File: src/rtl/branch_resolver_if.sv
// Request/response handshake bundle for the branch resolver.
// Request side: valid/ready with condition, flag-set select and tag.
// Response side: registered valid/ready with taken bit and returned tag.
interface branch_resolver_if #(
    parameter int COND_WIDTH = 4,
    parameter int FSEL_W     = 2,
    parameter int TAG_WIDTH  = 4
) ();
    logic                  req_valid;
    logic                  req_ready;
    logic [COND_WIDTH-1:0] req_cond;
    logic [FSEL_W-1:0]     req_fsel;
    logic [TAG_WIDTH-1:0]  req_tag;
    logic                  resp_valid;
    logic                  resp_ready;
    logic                  resp_take;
    logic [TAG_WIDTH-1:0]  resp_tag;

    // Branch stage driving requests and consuming results.
    modport master (
        output req_valid, req_cond, req_fsel, req_tag, resp_ready,
        input  req_ready, resp_valid, resp_take, resp_tag
    );

    // Resolver accepting requests and producing results.
    modport slave (
        input  req_valid, req_cond, req_fsel, req_tag, resp_ready,
        output req_ready, resp_valid, resp_take, resp_tag
    );
endinterface

File: src/rtl/branch_resolver.sv
// Branch condition resolver: NZCV flag sets with producer scoreboard and write bypass.
// Latency: one cycle from request accept to registered response.
// Backpressure: req_ready drops on a busy flag set or a held, unconsumed response.
module branch_resolver #(
    parameter int  COND_WIDTH = 4,
    parameter int  FLAG_SETS  = 4,
    parameter int  TAG_WIDTH  = 4,
    parameter int  PERF_WIDTH = 16,
    localparam int FSEL_W     = $clog2(FLAG_SETS)
) (
    input  logic                  clk,
    input  logic                  rst_n,
    input  logic                  flag_reserve,
    input  logic [FSEL_W-1:0]     flag_rsel,
    input  logic                  flag_we,
    input  logic [FSEL_W-1:0]     flag_wsel,
    input  logic [3:0]            flag_wdata,
    branch_resolver_if.slave      bus,
    output logic [FLAG_SETS-1:0]  busy,
    output logic [PERF_WIDTH-1:0] eval_count,
    output logic [PERF_WIDTH-1:0] taken_count
);

    logic [3:0]            flags_q [FLAG_SETS];
    logic [3:0]            flags_d [FLAG_SETS];
    logic [FLAG_SETS-1:0]  busy_q, busy_d;
    logic                  resp_vld_q, resp_vld_d;
    logic                  resp_take_q, resp_take_d;
    logic [TAG_WIDTH-1:0]  resp_tag_q, resp_tag_d;
    logic [PERF_WIDTH-1:0] eval_q, eval_d;
    logic [PERF_WIDTH-1:0] taken_q, taken_d;

    logic       byp_hit;
    logic [3:0] eff_flags;
    logic       hazard;
    logic       ready;
    logic       accept;
    logic       take;

    // Condition table over {N,Z,C,V}; codes 15 and above never take.
    function automatic logic cond_eval(input logic [COND_WIDTH-1:0] c, input logic [3:0] f);
        logic n, z, cy, v, r;
        n  = f[3];
        z  = f[2];
        cy = f[1];
        v  = f[0];
        r  = 1'b0;
        if (c < COND_WIDTH'(15)) begin
            case (c[3:0])
                4'd0:    r = z;
                4'd1:    r = !z;
                4'd2:    r = cy;
                4'd3:    r = !cy;
                4'd4:    r = n;
                4'd5:    r = !n;
                4'd6:    r = v;
                4'd7:    r = !v;
                4'd8:    r = cy && !z;
                4'd9:    r = !cy || z;
                4'd10:   r = (n == v);
                4'd11:   r = (n != v);
                4'd12:   r = !z && (n == v);
                4'd13:   r = z || (n != v);
                4'd14:   r = 1'b1;
                default: r = 1'b0;
            endcase
        end
        return r;
    endfunction

    // Hazard, bypass and accept decision for the current request.
    always_comb begin
        byp_hit   = flag_we && (flag_wsel == bus.req_fsel);
        eff_flags = byp_hit ? flag_wdata : flags_q[bus.req_fsel];
        hazard    = busy_q[bus.req_fsel] && !byp_hit;
        ready     = !hazard && (!resp_vld_q || bus.resp_ready);
        accept    = bus.req_valid && ready;
        take      = cond_eval(bus.req_cond, eff_flags);
    end

    // Next state: flag sets, scoreboard (reserve beats write), response register, counters.
    always_comb begin
        flags_d     = flags_q;
        busy_d      = busy_q;
        resp_vld_d  = resp_vld_q;
        resp_take_d = resp_take_q;
        resp_tag_d  = resp_tag_q;
        eval_d      = eval_q;
        taken_d     = taken_q;
        if (flag_we) begin
            flags_d[flag_wsel] = flag_wdata;
            busy_d[flag_wsel]  = 1'b0;
        end
        if (flag_reserve) begin
            busy_d[flag_rsel] = 1'b1;
        end
        if (accept) begin
            resp_vld_d  = 1'b1;
            resp_take_d = take;
            resp_tag_d  = bus.req_tag;
            if (eval_q != {PERF_WIDTH{1'b1}}) eval_d = eval_q + PERF_WIDTH'(1);
            if (take && (taken_q != {PERF_WIDTH{1'b1}})) taken_d = taken_q + PERF_WIDTH'(1);
        end else if (bus.resp_ready) begin
            resp_vld_d = 1'b0;
        end
    end

    // State registers; reset drops any pending response and the scoreboard at once.
    always_ff @(posedge clk or negedge rst_n) begin
        if (!rst_n) begin
            for (int i = 0; i < FLAG_SETS; i++) flags_q[i] <= 4'b0000;
            busy_q      <= '0;
            resp_vld_q  <= 1'b0;
            resp_take_q <= 1'b0;
            resp_tag_q  <= '0;
            eval_q      <= '0;
            taken_q     <= '0;
        end else begin
            for (int i = 0; i < FLAG_SETS; i++) flags_q[i] <= flags_d[i];
            busy_q      <= busy_d;
            resp_vld_q  <= resp_vld_d;
            resp_take_q <= resp_take_d;
            resp_tag_q  <= resp_tag_d;
            eval_q      <= eval_d;
            taken_q     <= taken_d;
        end
    end

    assign bus.req_ready  = ready;
    assign bus.resp_valid = resp_vld_q;
    assign bus.resp_take  = resp_take_q;
    assign bus.resp_tag   = resp_tag_q;
    assign busy           = busy_q;
    assign eval_count     = eval_q;
    assign taken_count    = taken_q;

endmodule

File: src/flat_wrapper.sv
// flat-port wrapper written by rule: the top's interface ports become plain ports
module branch_resolver_flat 
#(
    parameter int  COND_WIDTH = 4,
    parameter int  FLAG_SETS  = 4,
    parameter int  TAG_WIDTH  = 4,
    parameter int  PERF_WIDTH = 16,
    localparam int FSEL_W     = $clog2(FLAG_SETS)
)
  (clk, rst_n, flag_reserve, flag_rsel, flag_we, flag_wsel, flag_wdata, busy, eval_count, taken_count, bus_req_valid, bus_req_cond, bus_req_fsel, bus_req_tag, bus_resp_ready, bus_req_ready, bus_resp_valid, bus_resp_take, bus_resp_tag);
  branch_resolver_if #(.COND_WIDTH(COND_WIDTH), .FSEL_W(2), .TAG_WIDTH(TAG_WIDTH)) bus_i ();
  input  logic clk;
  input  logic rst_n;
  input  logic flag_reserve;
  input  logic [FSEL_W-1:0] flag_rsel;
  input  logic flag_we;
  input  logic [FSEL_W-1:0] flag_wsel;
  input  logic [3:0] flag_wdata;
  output logic [FLAG_SETS-1:0] busy;
  output logic [PERF_WIDTH-1:0] eval_count;
  output logic [PERF_WIDTH-1:0] taken_count;
  input wire logic [$bits(bus_i.req_valid)-1:0] bus_req_valid;
  input wire logic [$bits(bus_i.req_cond)-1:0] bus_req_cond;
  input wire logic [$bits(bus_i.req_fsel)-1:0] bus_req_fsel;
  input wire logic [$bits(bus_i.req_tag)-1:0] bus_req_tag;
  input wire logic [$bits(bus_i.resp_ready)-1:0] bus_resp_ready;
  output wire logic [$bits(bus_i.req_ready)-1:0] bus_req_ready;
  output wire logic [$bits(bus_i.resp_valid)-1:0] bus_resp_valid;
  output wire logic [$bits(bus_i.resp_take)-1:0] bus_resp_take;
  output wire logic [$bits(bus_i.resp_tag)-1:0] bus_resp_tag;
  assign bus_i.req_valid = bus_req_valid;
  assign bus_i.req_cond = bus_req_cond;
  assign bus_i.req_fsel = bus_req_fsel;
  assign bus_i.req_tag = bus_req_tag;
  assign bus_i.resp_ready = bus_resp_ready;
  assign bus_req_ready = bus_i.req_ready;
  assign bus_resp_valid = bus_i.resp_valid;
  assign bus_resp_take = bus_i.resp_take;
  assign bus_resp_tag = bus_i.resp_tag;
  branch_resolver #(.COND_WIDTH(COND_WIDTH), .FLAG_SETS(FLAG_SETS), .TAG_WIDTH(TAG_WIDTH), .PERF_WIDTH(PERF_WIDTH)) u_core (.clk(clk), .rst_n(rst_n), .flag_reserve(flag_reserve), .flag_rsel(flag_rsel), .flag_we(flag_we), .flag_wsel(flag_wsel), .flag_wdata(flag_wdata), .bus(bus_i), .busy(busy), .eval_count(eval_count), .taken_count(taken_count));
endmodule
File: config.mk
export PLATFORM = sky130hd
export DESIGN_NAME = branch_resolver_flat
export DESIGN_NICKNAME = d
export VERILOG_FILES = /design/src/rtl/branch_resolver_if.sv /design/src/rtl/branch_resolver.sv /design/src/flat_wrapper.sv
export SDC_FILE = /design/constraint.sdc
export NUM_CORES = 1
export LEC_CHECK = 0
export ABC_AREA = 1
export CELL_PAD_IN_SITES_DETAIL_PLACEMENT = 0
export CELL_PAD_IN_SITES_GLOBAL_PLACEMENT = 1
export CORE_MARGIN = 1
export CORE_UTILIZATION = 34
export DETAILED_ROUTE_END_ITERATION = 8
export PLACE_DENSITY_LB_ADDON = 0.1
export SLEW_MARGIN = 30
export SYNTH_ARGS = -nofsm -noshare
export SYNTH_HDL_FRONTEND = slang
export SYNTH_SLANG_ARGS = --single-unit
File: constraint.sdc
create_clock -name clk -period 2.01 [get_ports clk]
set_input_delay 0.201 -clock clk [delete_from_list [all_inputs] [get_ports clk]]
set_output_delay 0.201 -clock clk [all_outputs]
set_load 0.05 [all_outputs]
* Yosys cells after proc, flatten, opt, wreduce, memory -nomap -nowiden
Index checks and enable logic that the tools add are counted.
** Storage, ports and cells
- Flip-flop bits (word level) :: 58
- Bits of input ports :: 24
- Logic and storage cells :: 88
** Operators by class
- Add/subtract/negate cells :: 2
- $lt $le $gt $ge :: 9
- Equality and inequality tests :: 19
- Mux-type cells :: 19
- Bitwise operators :: 5
- Reduce and logical (&&, ||, !) cells :: 24
** Operators by type and width (count)
- 16-bit by 1-bit adder with 16-bit output (second input constant) :: 2
- 16-bit inequality test (second input constant) :: 2
- 4-bit equality test (second input constant) :: 7
- 4-bit 2-to-1 mux :: 6
- 16-bit bitwise mux :: 1
- 4-bit by 3-bit equality test with 1-bit output (second input constant) :: 4
- 1-bit one-hot mux with 15 select lines :: 1
- 1-bit logical AND :: 10
- 2-bit by 3-bit < comparator with 1-bit output (second input constant) :: 3
- 4-bit binary-select mux with 2-bit select :: 1
- 4-bit demux with 2-bit select :: 1
- 4-bit by 2-bit equality test with 1-bit output (second input constant) :: 2
- 1-bit zero test :: 7
- 3-bit >= comparator (second input constant) :: 2
- 1-bit 2-to-1 mux :: 6
- 2-bit inverter with 3-bit output :: 2
- 4-bit AND :: 1
- 1-bit demux with 2-bit select :: 2
- 4-bit by 1-bit equality test with 1-bit output (second input constant) :: 1
- 2-bit by 1-bit >= comparator with 1-bit output (second input constant) :: 2
- 4-bit zero test :: 1
- 4-bit < comparator (second input constant) :: 1
- 4-bit inverter :: 1
- 4-bit bitwise OR :: 1
- 8 further kinds :: 11

* Depth between registers and ports, before layout
Gate-level depths: netlist of run 1.
- Depth after elaboration :: 11
- Depth in mapped cells :: 17

* Least setup slack after synthesis of run 1
No wires, ideal clock.
- Kind :: register -> register
- Start :: register u_core.taken_q[0] (netlist: u_core.taken_count[0])
- End :: register u_core.taken_q[12] (netlist: u_core.taken_count[12])
- Setup time :: 0.120 ns
- Arrival :: 2.205 ns
- Slack :: -0.315 ns
- Stages on the path, launching flop included :: 10
- Buffers on the path :: 1
- Clock period less this slack :: 2.325 ns
- Path through :: dfrtp_1 > ha_1 > nand3_1 > nor3_1 > nand2_1 > nor2_1 > nand4_2 > clkbuf_1 > nand4_1 > nand2_1
** On the way
- Cells in the longest elaborated chain, start to end :: 3
- Elaborated cells on any way between the ends :: 4
** Ends and longest elaborated chain
- from (decl) :: line branch_resolver.sv:31 : logic [PERF_WIDTH-1:0] taken_q, taken_d;
- from (signal assigned) :: line branch_resolver.sv:125 : taken_q <= taken_d;
- branches (longest 3 deep; another with 16-bit by 1-bit adder with 16-bit output)
Parallel ways; which one is timed is not known.
A chain may end at the register's enable or synchronous reset.

* Worst setup path in the final report of run 1
- Start :: register u_core.taken_q[12] (netlist: u_core.taken_count[12])
- End :: output taken_count[12]
** RTL lines
- to (decl) :: line flat_wrapper.sv:21 : output logic [PERF_WIDTH-1:0] taken_count;
No word-level cell between the ends.

==> reports/results.txt, run 1 <==
The logs give 0 for the final count of pins violating max slew and 0.784 for the final weighted congestion of routability-driven global placement. The initialized floorplan defines 35 standard-cell rows. The logs give 52.5% for the headroom to the max-slew limit and 1.68 ns for the endpoint arrival time on the critical path. The first global-routing pass estimated 15000 um of wire. Dominant cell type by area after synthesis: sky130_fd_sc_hd__dfrtp_1. The number of antenna diodes in the final layout is 0. The worst path buffer plus inverter count is 1.

The detail-routed via count per cell was 4.63; the number of design-rule violations left by the first detailed-router iteration was 97. After global routing the overflow that remains totals 0. After clock tree synthesis, the clock-pin slew on the worst setup and hold paths is 0.07 ns. The die is 101 um tall. At the worst endpoint, the required time is 1.81 ns.

Yosys printed 0 warnings. For the pin with the worst max-slew slack, the measured transition is 0.713 ns. The achievable frequency is 531 MHz, and the power per cell area is 950 nW/um^2. The worst hold path belongs to the class input pin to flop. The routed design could run at a clock period as short as 1.88 ns. Slowest library cell on the worst path: sky130_fd_sc_hd__clkdlybuf4s50_1. The worst setup path is launched from a flop. Summed over all layers, the routed wires come to 8660 um. The HPWL after detailed placement is 6240 um. In this run the power spent charging and discharging nets is 1.74 mW. In this run, CTS created clock tree buffers numbering 9. The die footprint is 10200 um^2. In this run the remaining antenna-violating nets after routing total 0. In the finished design, the share of the clock period the worst path needs comes to 93.7%. Among cell families on the critical path, the largest total delay comes from buffers and inverters. The number of enable-type register cells in the synthesized netlist works out to 0. Counting instances in the post-synthesis netlist gives the leading cell types as sky130_fd_sc_hd__nand2_1, sky130_fd_sc_hd__dfrtp_1, sky130_fd_sc_hd__inv_1, sky130_fd_sc_hd__nand3_1, sky130_fd_sc_hd__o21ai_0. After layout, the design draws a total of 4.57 mW. Once the floorplan was initialized, standard cells occupied 35.5% of the core. Across all layers, the routed design uses 3162 vias. The top cell type's share of synthesized area was 43.6%; the standby leakage power was 2.38 nW.

The run gives 2.82 mW as the internal power consumption. For this run, the total global-route usage over all layers was measured as 18.7%. The floorplan step defined a core boundary enclosing 9370 um^2. No sink is reached through more buffers than the 2 on the longest clock path. Of all flip-flops after synthesis, the portion carrying an async set or reset was 100%. Registers are responsible for 34.7% of the overall power. The first TritonRoute pass finished after 4 iterations. CTS built an H-tree with a depth of 3.

The tools report the final net count as 575. The average size of a mapped cell was 7.60 um^2. Cells fill 51.3% of the core in the end. Buffers placed on the I/O ports in this run total 66. The number of global-route vias before repair came out at 3148. Category of the critical setup timing path: flop to output port. In the final layout, the multi-input gates occupy 1740 um^2.

The register area share after synthesis was 43.6%. The logs give 0 for the total count of hold-check failures in the final report and 0 for the number of setup violations in the final report. Relative to the synthesized area, the layout overhead comes to 44.4%. Remaining design rule violation count: 0.

Proportion of layout cells with a drive suffix above 1: 18.1%. The clock network accounts for 29.7% of the total power. Walking the worst path, the cells encountered are clkdlybuf4s50_1.

Synthesis handed over a netlist of 438 instances. The maximum cell stage delay along the critical path came out at 0.86 ns. Clock tree skew after final layout: 0.0166 ns. In this run, synthesis produced a sequential element count of 58. The initial antenna violation count came out at 0. Entering global routing, the biggest net connects 31 pins.

Dividing the detail-routed wire length by the instance count gives 12.7 um. TritonCTS built the clock tree. Of all nets on the critical path, the largest fanout is 6. STA classifies the critical path endpoint as an output port. For the worst-skew pair, the clock arrives at the later sink with an insertion delay of 0.34 ns.

Most frequent cell after synthesis: sky130_fd_sc_hd__nand2_1. The number of different library cells used by synthesis comes to 31. The setup slack at placement is -0.571 ns, and the max-capacitance violation count is 0. Across the whole layout, storage elements account for 1460 um^2. The x dimension of the die was 101 um; the maximum VDD drop was 0.000499 V. The number of clock sinks seen by CTS was 58. By area the synthesized netlist is led by sky130_fd_sc_hd__dfrtp_1, sky130_fd_sc_hd__nand2_1, sky130_fd_sc_hd__nand3_1, sky130_fd_sc_hd__inv_1, sky130_fd_sc_hd__xnor2_1. The cell chosen for the clock root was sky130_fd_sc_hd__clkbuf_8. The share of total power dissipated in combinational logic is 35.6%.

The logs give 0.126 ns for the final critical-path setup slack and 67 for the count of boundary I/O pins. On the final layout, the worst hold slack is 0.409 ns. In this run switching power makes up 38.1% of total power.

The run gives 464 as the net count after synthesis. The run finished with clean final reports. Among all flip-flop cells after synthesis, the most frequent one is sky130_fd_sc_hd__dfrtp_1.

The cell area after synthesis is 3330 um^2. Number of inserted filler cells in the final layout: 973.
==> registers in the layout, indices dropped and copies added, names as in the netlist <==
| name | cells |
|---|---|
| u_core.bus.resp_tag | 4 |
| u_core.bus.resp_take | 1 |
| u_core.bus.resp_valid | 1 |
| u_core.busy | 4 |
| u_core.eval_count | 16 |
| u_core.flags_q | 16 |
| u_core.taken_count | 16 |
==> placed cells by master, fill, tap and decap left out, types with 2 or more instances in the layout <==
master	instances
sky130_fd_sc_hd__nand2_1	152
sky130_fd_sc_hd__clkdlybuf4s50_1	59
sky130_fd_sc_hd__dfrtp_1	50
sky130_fd_sc_hd__inv_1	47
sky130_fd_sc_hd__nand3_1	39
sky130_fd_sc_hd__buf_4	35
sky130_fd_sc_hd__o21ai_0	23
sky130_fd_sc_hd__nor2_1	19
sky130_fd_sc_hd__nand4_1	19
sky130_fd_sc_hd__xnor2_1	14
sky130_fd_sc_hd__xor2_1	14
sky130_fd_sc_hd__nand2_2	10
sky130_fd_sc_hd__clkbuf_8	9
sky130_fd_sc_hd__dfrtp_2	8
sky130_fd_sc_hd__nor3_1	6
sky130_fd_sc_hd__nor2_2	4
sky130_fd_sc_hd__dlymetal6s2s_1	4
sky130_fd_sc_hd__buf_12	4
sky130_fd_sc_hd__nand3_4	3
sky130_fd_sc_hd__bufinv_16	3
sky130_fd_sc_hd__inv_2	2
sky130_fd_sc_hd__nor2_4	2
sky130_fd_sc_hd__nand2_4	2
sky130_fd_sc_hd__nand3b_1	2
sky130_fd_sc_hd__nand3_2	2
sky130_fd_sc_hd__nor3_2	2
sky130_fd_sc_hd__clkinv_4	2
sky130_fd_sc_hd__inv_6	2
==> stage by stage <==
| step | setup TNS, ns | instances | area, um^2 |
|---|---|---|---|
| after floorplan | -0.000111 | 438 | 3360 |
| after global placement | -15.25 | 659 | 4420 |
| after detailed placement | -16.64 | 659 | 4420 |
| after CTS | -0.0151 | 677 | 4700 |
| after global routing | -0.00231 | 683 | 4810 |
| final | 0 | 683 | 4810 |
==> kinds of logic (layout without fill, tap and decap cells) <==
| kind of cell | count (synthesis) | after routing | share of synthesized area (%) |
|---|---|---|---|
| adders and majority gates | 2 | 2 | 0.751 |
| xor gates and xnor gates | 29 | 29 | 7.85 |
| AOI/OAI and AO/OA | 26 | 26 | 4.32 |
| buffers and inverters | 56 | 171 | 6.72 |
| DFF | 58 | 58 | 43.6 |
| and+or+nand+nor | 267 | 268 | 36.8 |
==> final cells by class <==
class | count | share of cell area (%)
clock buffers | 9 | 2.58
repair buffers | 105 | 20.9
multi-input cells | 325 | 36.2
well taps | 129 | 3.36
inverters | 50 | 3.96
clock inverters | 7 | 2.60
flip-flops and latches | 58 | 30.4
==> worst paths after layout <==
path / start / end / slack, ns / cells past startpoint
max: u_core.taken_count[12]$_DFFE_PN0P_ / taken_count[12] / 0.13 / 1
min: bus_req_tag[0] / u_core.bus.resp_tag[0]$_DFFE_PN0P_ / 0.41 / 3
max reg2reg: u_core.eval_count[0]$_DFFE_PN0P_ / u_core.eval_count[5]$_DFFE_PN0P_ / 0.15 / 9
min reg2reg: u_core.bus.resp_tag[0]$_DFFE_PN0P_ / u_core.bus.resp_tag[0]$_DFFE_PN0P_ / 0.48 / 2
max in group asynchronous: rst_n / u_core.flags_q[15]$_DFFE_PN0P_ / 0.94 / 3
min in group asynchronous: rst_n / u_core.eval_count[6]$_DFFE_PN0P_ / 0.45 / 2
==> what timing repair did <==
| item | in CTS | in global routing |
|---|---|---|
| endpoints found under the setup margin | 27 | 24 |
| cloned | 1 | 0 |
| setup buffers | 0 | 6 |
| pin swaps | 1 | 5 |
| endpoints found under the hold margin | 28 | 0 |
| resized for setup | 4 | 20 |
| hold buffers | 1 | 0 |
==> power by group through the flow <==
stage               registers [mW]  logic [mW]  clock network (mW)
floorplan                     2.06       0.484                   0
global placement              1.59        1.56                   0
detailed placement            1.59        1.57                   0
CTS                           1.58        1.59                1.39
global route                  1.61        1.76                1.45
finish                        1.58        1.63                1.36
==> layer usage <==
metal  up-vias  routed length (um)  global-route usage, %
li1       1628                   -                      -
met1      1479                4200                   25.3
met2        51                4010                   30.2
met3         4                 387                   4.09
met4         0                  52                   5.02
met5         -                   0                      0
No activity file was read; power rests on OpenSTA's default activity.
==> inputs of run 2 (changes only) <==
Settings changed: CORE_UTILIZATION 34 to 37.
Clock period 2.01 ns to 2 ns, I/O delays scaled along.
==> run 2 against run 1 <==
  * First-iteration DRC count grew 7.2%
  * Wire length up 0.50%
  * Sequential cell count did not move
  * Combinational power about the same
  * Clock skew shrank 0.0047 ns
  * Clock power shrank 19%
  * Core utilization increased by 3.1 points
  * Count of clock-buffer cells in the layout did not move
  * Cell count decreased by 2.9%
  * Setup slack got worse by 0.023 ns
  * Register-to-register slack got worse by 0.02 ns
  * Power fell by 5.2%
  * Largest power group unchanged
==> reports/results.txt, run 2 (synthesis gave the netlist of run 1 again) <==
The cell area after layout was 4740 um^2 (-1.4%); the number of iterations in the first detailed-routing pass was 4 (unchanged). The tools report the final count of pins violating max slew as 0 (unchanged). The maximum cell stage delay along the critical path was 0.86 ns (about the same). TritonCTS built the clock tree. The final critical-path setup slack was 0.103 ns (-0.0228 ns); the achievable frequency was 527 MHz.

The worst path buffer plus inverter count is 1 (unchanged), and the chip height is 96.9 um (-4.1%). Power per cell area: 913 nW/um^2 (-3.9%). The number of cells on the worst reg-to-reg path came out at 9 (unchanged). The required time of the critical path was 1.80 ns (about the same). The run finished with clean final reports.

The initial antenna violation count came out at 0 (unchanged). The remaining antenna violation count came out at 0 (unchanged). The top cell types in the final layout, fill and taps aside, are sky130_fd_sc_hd__nand2_1, sky130_fd_sc_hd__clkdlybuf4s50_1, sky130_fd_sc_hd__dfrtp_1.

For the number of clock sinks seen by CTS, the log shows 58 (unchanged). The library cell used most frequently in the layout, excluding fill and tap cells, is sky130_fd_sc_hd__nand2_1. The part of the total power dissipated in the clock network was 25.5% (-4.2 points); the total length of routed wires was 8700 um (+0.50%). The most critical setup path has its endpoint at taken_count[12].

Total count of hold-check failures in the final report: 0 (unchanged). The power share of the sequential group came out at 37.1% (+2.4 points). The logs give 0.34 ns (about the same) for the clock insertion delay at the later pin of the skew report and 0.000498 V (-0.24%) for the maximum VDD drop. The setup slack at placement is -0.488 ns (+0.0827 ns). The detail-routed via count per cell works out to 4.78 (+3.2%). The worst path uses 94.9% of the clock period. The proportion of layout cells with a drive suffix above 1 was 17.8% (-0.21 points).

The standby leakage power was 2.36 nW (-0.98%); the minimum setup slack among reg-to-reg paths was 0.13 ns (-0.02 ns). The final net count was 576 (+0.17%). The clock tree skew after final layout was 0.0119 ns (-0.00474 ns); the total cell area at the placement stage was 4420 um^2 (about the same). The overall track demand over capacity in global routing came out at 19.8% (+1.1 points). Walking the worst path, the cells encountered are clkdlybuf4s50_1. The clock edge transition at the registers on the reported setup and hold paths came out at 0.07 ns (about the same). The highest fanout seen on the critical path works out to 6 (unchanged). Broken down by cell family, the worst path's largest delay share belongs to buffers and inverters.

In this run the critical register-to-register path is launched from u_core.taken_count[0]$_DFFE_PN0P_. The count of boundary I/O pins was 67 (unchanged); the core utilization of the finished layout was 54.4% (+3.1 points). The number of clock buffers inserted by TritonCTS is 9 (unchanged). The number of H-tree branching levels is 3 (unchanged).

The run gives 1460 um^2 (unchanged) as the register cell area after layout. The count of vias placed by the detailed router was 3167 (+0.16%); the number of placement rows was 34 (-2.9%). The tools report the largest net degree at the start of global routing as 26 (-16%). Average wire length per cell after detail routing: 13.1 um (+3.5%). The critical path capture point type was an output port.

The placed wire-length estimate came out at 6360 um (+1.9%). Slowest library cell on the worst path: sky130_fd_sc_hd__clkdlybuf4s50_1. The tools report the remaining design rule violation count as 0 (unchanged). The number of setup violations in the final report was 0 (unchanged); the clock period minus final worst setup slack was 1.90 ns. The number of global-route vias before repair is 3190 (+1.3%), and the die footprint is 9390 um^2 (-7.9%).

The tools report the max-capacitance violation count as 0 (unchanged). The number of inserted filler cells in the final layout is 844 (-13%). The actual slew at the worst max-slew pin works out to 0.570 ns (-0.143 ns). The run gives 0 (unchanged) as the number of diodes. The signed area change from the synthesized netlist to the final layout is 42.4%.

Effective utilization at floorplan: 38.2% (+2.7 points). The tools report the wire length of the first global-routing pass as 15000 um (-0.23%). The total global routing overflow is 0 (unchanged). The tree is rooted in a sky130_fd_sc_hd__clkbuf_8. The path length in cells of the critical path is 1 (unchanged). The critical path starts at u_core.taken_count[12]$_DFFE_PN0P_. The tools report the endpoint of the most critical register-to-register path as u_core.taken_count[10]$_DFFE_PN0P_. The net switching fraction of the power was 40.8% (+2.6 points).

The fraction of power consumed by combinational cells is 37.5% (+1.9 points). The number of buffers inserted by port buffering was 66 (unchanged). The final weighted congestion of routability-driven global placement is 0.855 (+9.1%). The number of design-rule violations left by the first detailed-router iteration was 104 (+7.2%); the endpoint arrival time on the critical path was 1.70 ns (+0.02 ns). The x dimension of the die is 96.9 um (-4.1%), and the maximum root-to-sink buffer count is 2 (unchanged). For the area inside the core boundary, the log shows 8720 um^2 (-6.9%). The worst setup path is launched from a flop. Headroom to the max-slew limit: 62.0% (+9.5 points). The internal power consumption came out at 2.56 mW (-9.2%). The category of the critical setup timing path was flop to output port. The switching power summed over all nets is 1.77 mW (+1.4%).

The multi-input gate area in the final layout is 1760 um^2 (+1.1%). Worst hold path class: input pin to async pin.
run 2: final cells by class:
class / instances / area share, %
tap: 108 / 2.85
clock buffer: 9 / 2.61
clock inverter: 7 / 1.66
sequential: 58 / 30.8
inverter: 50 / 3.96
multi-input combinational: 325 / 37.2
timing repair buffer: 106 / 20.9
run 2: metal layers:
metal	track usage [%]	up-vias	share of wire (%)
met5	0	-	0
li1	-	1631	-
met4	6.54	0	1.3
met2	32.3	54	47
met1	26.1	1474	48
met3	4.26	8	3.8
run 2: how the worst min path moves through the flow:
stage | startpoint | to | slack (ns) | cells after the start
final | rst_n | u_core.eval_count[9]$_DFFE_PN0P_ | 0.38 | 2
after global routing | bus_req_tag[2] | u_core.bus.resp_tag[2]$_DFFE_PN0P_ | 0.40 | 3
after CTS | rst_n | u_core.eval_count[9]$_DFFE_PN0P_ | 0.39 | 2
after detailed placement | rst_n | u_core.eval_count[9]$_DFFE_PN0P_ | 0.23 | 1
after global placement | rst_n | u_core.eval_count[9]$_DFFE_PN0P_ | 0.23 | 1
after floorplan | rst_n | u_core.bus.resp_tag[0]$_DFFE_PN0P_ | -0.1 | 0
run 2: power by group through the flow:
stage	registers, mW	clock network, mW	logic (mW)
finish	1.60	1.10	1.62
global placement	1.61	0	1.57
CTS	1.60	1.14	1.62
floorplan	2.08	0	0.497
detailed placement	1.62	0	1.59
global route	1.63	1.19	1.75
run 2: worst register-to-register path: cells and delay by family (launching register included):
family	cells	cell delay, ns
and+or+nand+nor	7	0.96
DFF	1	0.43
buffers and inverters	1	0.22
adders and majority gates	1	0.16
run 2: metrics by stage:
stage | cells | setup TNS [ns] | power (mW) | hold slack [ns]
after global routing | 663 | -0.0180 | 4.57 | 0.402
final | 663 | 0 | 4.33 | 0.380
after floorplan | 438 | 0 | 2.58 | -0.0956
after global placement | 642 | -11.59 | 3.18 | 0.225
after CTS | 662 | 0 | 4.35 | 0.386
after detailed placement | 642 | -12.07 | 3.21 | 0.229
run 2: repair_timing:
action | 4_1_cts | 5_1_grt
gates cloned | 1 | 0
hold buffers | 1 | 0
endpoints found under the setup margin | 18 | 23
setup buffers | 2 | 1
hold endpoints to repair | 22 | 0
gates resized for setup | 8 | 12
pin swaps | 3 | 4
==> inputs of run 3 (changes only) <==
Settings changed: ABC_AREA 1 to unset, CORE_UTILIZATION 37 to 40.
==> run 3 against run 2 <==
  * The run now ends with setup timing left
  * Non-clock buffer count increased by 28
  * Sequential power about the same
  * Clock skew decreased by 0.00073 ns
  * Core utilization increased by 13 points
  * Cell count decreased by 26%
  * Count of clock-buffer cells in the layout unchanged
  * Via count decreased by 22%
  * Sequential cell count unchanged
  * Worst hold slack got worse by 0.044 ns
  * Sequential share of layout area decreased by 0.96 points
  * Critical endpoint is now u_core.taken_count[1]$_DFFE_PN0P_
  * Largest power group unchanged
  * Highest routed layer unchanged
==> reports/results.txt, run 3 <==
Setup repair after global routing could not meet its margin everywhere. The cell area after synthesis is 3010 um^2 (-9.8%), and the die footprint is 7860 um^2 (-16%). The most common cell in the synthesized netlist is sky130_fd_sc_hd__dfrtp_1.

The total length of routed wires is 7730 um (-11%). The remaining design rule violation count was 0 (unchanged); the highest fanout seen on the critical path was 6 (unchanged). The clock period minus final worst setup slack was 2.72 ns (+0.823 ns). Most common library cell in the layout ignoring fill and taps: sky130_fd_sc_hd__clkdlybuf4s50_1. The logs give 2 (unchanged) for the maximum root-to-sink buffer count and 368 MHz (-30%) for the achievable frequency. The x dimension of the die came out at 88.7 um (-8.5%). The category of the worst setup path launch point is a flop. The run gives 41.4% (+3.2 points) as the effective utilization at floorplan. For the final count of pins violating max slew, the log shows 0 (unchanged). The logs give 0.0112 ns (-0.000733 ns) for the clock tree skew after final layout and 58 (unchanged) for the number of clock sinks seen by CTS. The number of global-route vias before repair came out at 2506 (-21%).

The proportion of layout cells with a drive suffix above 1 works out to 41.9% (+24 points). The max-capacitance violation count is 0 (unchanged). The final reports fail on setup timing. The wire length of the first global-routing pass came out at 12300 um (-18%). The average wire length per cell after detail routing is 15.7 um (+19%).

The tree is rooted in a sky130_fd_sc_hd__clkbuf_8. Standby leakage power: 2.08 nW (-12%). The largest individual stage delay along the critical path comes from the cell sky130_fd_sc_hd__mux4_2. Number of setup violations in the final report: 32 (+32).

The number of clock buffers inserted by TritonCTS is 9 (unchanged). The post-synthesis register bit count works out to 58 (unchanged). The library cells used most frequently in the layout, excluding fill and tap cells, are sky130_fd_sc_hd__clkdlybuf4s50_1, sky130_fd_sc_hd__dfrtp_1, sky130_fd_sc_hd__buf_4.

The tools report the count of boundary I/O pins as 67 (unchanged). The run finished, with violations left. Summed over all instances, the cell type with the most area after synthesis is sky130_fd_sc_hd__dfrtp_1. The clock edge transition at the registers on the reported setup and hold paths is 0.07 ns (about the same). The count of cell types in the netlist was 48 (+55%); the chip height was 88.7 um (-8.5%). The required time of the critical path was 2.22 ns (+0.42 ns). The number of placement rows came out at 31 (-8.8%). The most used flip-flop cell after synthesis is sky130_fd_sc_hd__dfrtp_1.

The power per cell area was 1010 nW/um^2 (+10%); the remaining antenna violation count was 0 (unchanged). The Yosys warning count is 0 (unchanged), and the average size of a mapped cell is 11.9 um^2 (+57%). Traced cell by cell, the critical path runs through mux4_2 > o31ai_2 > o311ai_2 > a311o_1 > a311oi_2 > o31ai_4 > buf_12 > or2_4 > mux2_4. The number of cells produced by synthesis came out at 252 (-42%). From synthesis to final layout, the design area changed by 62.7%. The tools report the worst hold margin as 0.336 ns (-0.0435 ns). The number of buffers inserted by port buffering was 66 (unchanged).

The category of the critical setup timing path was flop to flop. By area the synthesized netlist is led by sky130_fd_sc_hd__dfrtp_1, sky130_fd_sc_hd__mux2_2, sky130_fd_sc_hd__xnor2_1, sky130_fd_sc_hd__xor2_1, sky130_fd_sc_hd__mux4_2. The worst path buffer plus inverter count was 1 (unchanged); the maximum VDD drop was 0.000949 V (+91%). Among cell families on the critical path, the largest total delay comes from compound AO/OA/AOI/OAI gates. The number of enable-type register cells in the synthesized netlist is 0 (unchanged), and the clock insertion delay at the later pin of the skew report is 0.34 ns (about the same). Final net count: 415 (-28%).

The maximum cell stage delay along the critical path was 0.51 ns (-0.35 ns). In this run the worst hold path is classified as input pin to async pin. The async set-or-reset flop fraction in the synthesized netlist was 100% (unchanged); the number of diodes was 0 (unchanged).

The total global routing overflow is 0 (unchanged). The commonest cells after synthesis are sky130_fd_sc_hd__dfrtp_1, sky130_fd_sc_hd__mux2_2, sky130_fd_sc_hd__xnor2_1, sky130_fd_sc_hd__nand2_1, sky130_fd_sc_hd__nand3_1. For the number of design-rule violations left by the first detailed-router iteration, the log shows 84 (-19%). The actual slew at the worst max-slew pin came out at 0.550 ns (-0.0202 ns). The run gives 3 (unchanged) as the number of H-tree branching levels.

For the net count after synthesis, the log shows 278 (-40%). TritonCTS built the clock tree. The run gives 0.825 (-3.6%) as the final weighted congestion of routability-driven global placement. The logs give 48.3% (+4.7 points) for the register area share after synthesis and 2462 (-22%) for the count of vias placed by the detailed router.

The largest net degree at the start of global routing was 42 (+62%); the ratio of final minimum period to clock period was 136% (+41 points). The headroom to the max-slew limit is 63.2% (+1.2 points). The setup slack at placement is -1.23 ns (-0.745 ns), and the endpoint arrival time on the critical path is 2.94 ns (+1.24 ns).

The overall track demand over capacity in global routing was 21.3% (+1.6 points). The run gives 5190 um (-18%) as the placed wire-length estimate. The tools report the number of inserted filler cells in the final layout as 575 (-32%). The total count of hold-check failures in the final report is 0 (unchanged). The area inside the core boundary is 7250 um^2 (-17%). The run gives 0 (unchanged) as the initial antenna violation count.

The detail-routed via count per cell works out to 4.99 (+4.5%). The run gives -0.720 ns (-0.823 ns) as the final critical-path setup slack. The critical path capture point type was a flop. The top cell type's share of synthesized area was 48.3% (+4.7 points); the number of iterations in the first detailed-routing pass was 4 (unchanged). For the setup TNS, the log shows -12.01 ns (-12.01 ns).
[run 3: cell count changes in the layout (fill, tap and decap cells not counted), sizes merged, moves of 7 or more]
| cell | delta |
|---|---|
| buf | +28 |
| nand3 | -28 |
| nor2 | -18 |
| nand2 | -145 |
| inv | -40 |
| xnor2 | +7 |
| mux2 | +23 |
| o21ai | -19 |
| nand4 | -10 |
[run 3: cell families after synthesis]
kind of cell	synth area share, %
adder cells (fa/ha/maj)	0.833
XOR/XNOR	9.91
multiplexers	14.3
flip-flops	48.3
AO/OA/AOI/OAI	5.50
buffers and inverters	2.87
AND/OR/NAND/NOR	18.3
[run 3: path summary, 6_finish.rpt]
kind	startpoint	end	slack, ns	depth (start not counted)
hold reg to reg	u_core.eval_count[9]$_DFFE_PN0P_	u_core.eval_count[9]$_DFFE_PN0P_	0.49	1
hold / removal	rst_n	u_core.flags_q[9]$_DFFE_PN0P_	0.34	2
setup reg to reg	u_core.flags_q[2]$_DFFE_PN0P_	u_core.taken_count[1]$_DFFE_PN0P_	-0.72	9
setup / recovery	u_core.flags_q[2]$_DFFE_PN0P_	u_core.taken_count[1]$_DFFE_PN0P_	-0.72	9
max in group asynchronous	rst_n	u_core.taken_count[5]$_DFFE_PN0P_	1.06	3
min in group clk	bus_req_tag[2]	u_core.bus.resp_tag[2]$_DFFE_PN0P_	0.47	2
[run 3: power breakdown]
group | switching (mW) | internal (mW)
registers | 0.220 | 1.41
clock network | 0.486 | 0.824
logic | 1.12 | 0.869
total | 1.83 | 3.10
[run 3: cell type report]
class	count	area (um^2)	area share (%)
clock buffers	9	124	2.53
clock inverters	7	118	2.40
inverters	10	37.5	0.767
multi-input cells	176	1750	35.8
flip-flops and latches	58	1460	29.9
well taps	99	124	2.53
repair buffers	134	1270	26.1
[run 3: layer usage]
layer  wire length, um  global-route usage, %  vias to the layer above
li1                  -                      -                     1191
met3               372                   5.50                       11
met4               110                   7.62                        0
met5                 0                      0                        -
met1              3430                   25.8                     1212
met2              3820                   36.9                       48
[run 3: stage by stage]
step	std cells	util [%]	area, um^2	power [mW]
6_report	493	67.4	4890	4.93
4_1_cts	490	66.2	4800	4.93
5_1_grt	493	67.4	4890	5.15
2_1_floorplan	252	-	3100	2.75
3_5_place_dp	459	58.3	4230	3.44
3_3_place_gp	459	58.3	4230	3.42
[run 3: repair_timing]
item                       CTS  global route
pin swaps                   28            22
setup endpoints to repair   38            38
buffers inserted            14             6
resized for setup           44            19
hold buffers                 1             0
gates cloned                 1             0
hold endpoints to repair    17             0
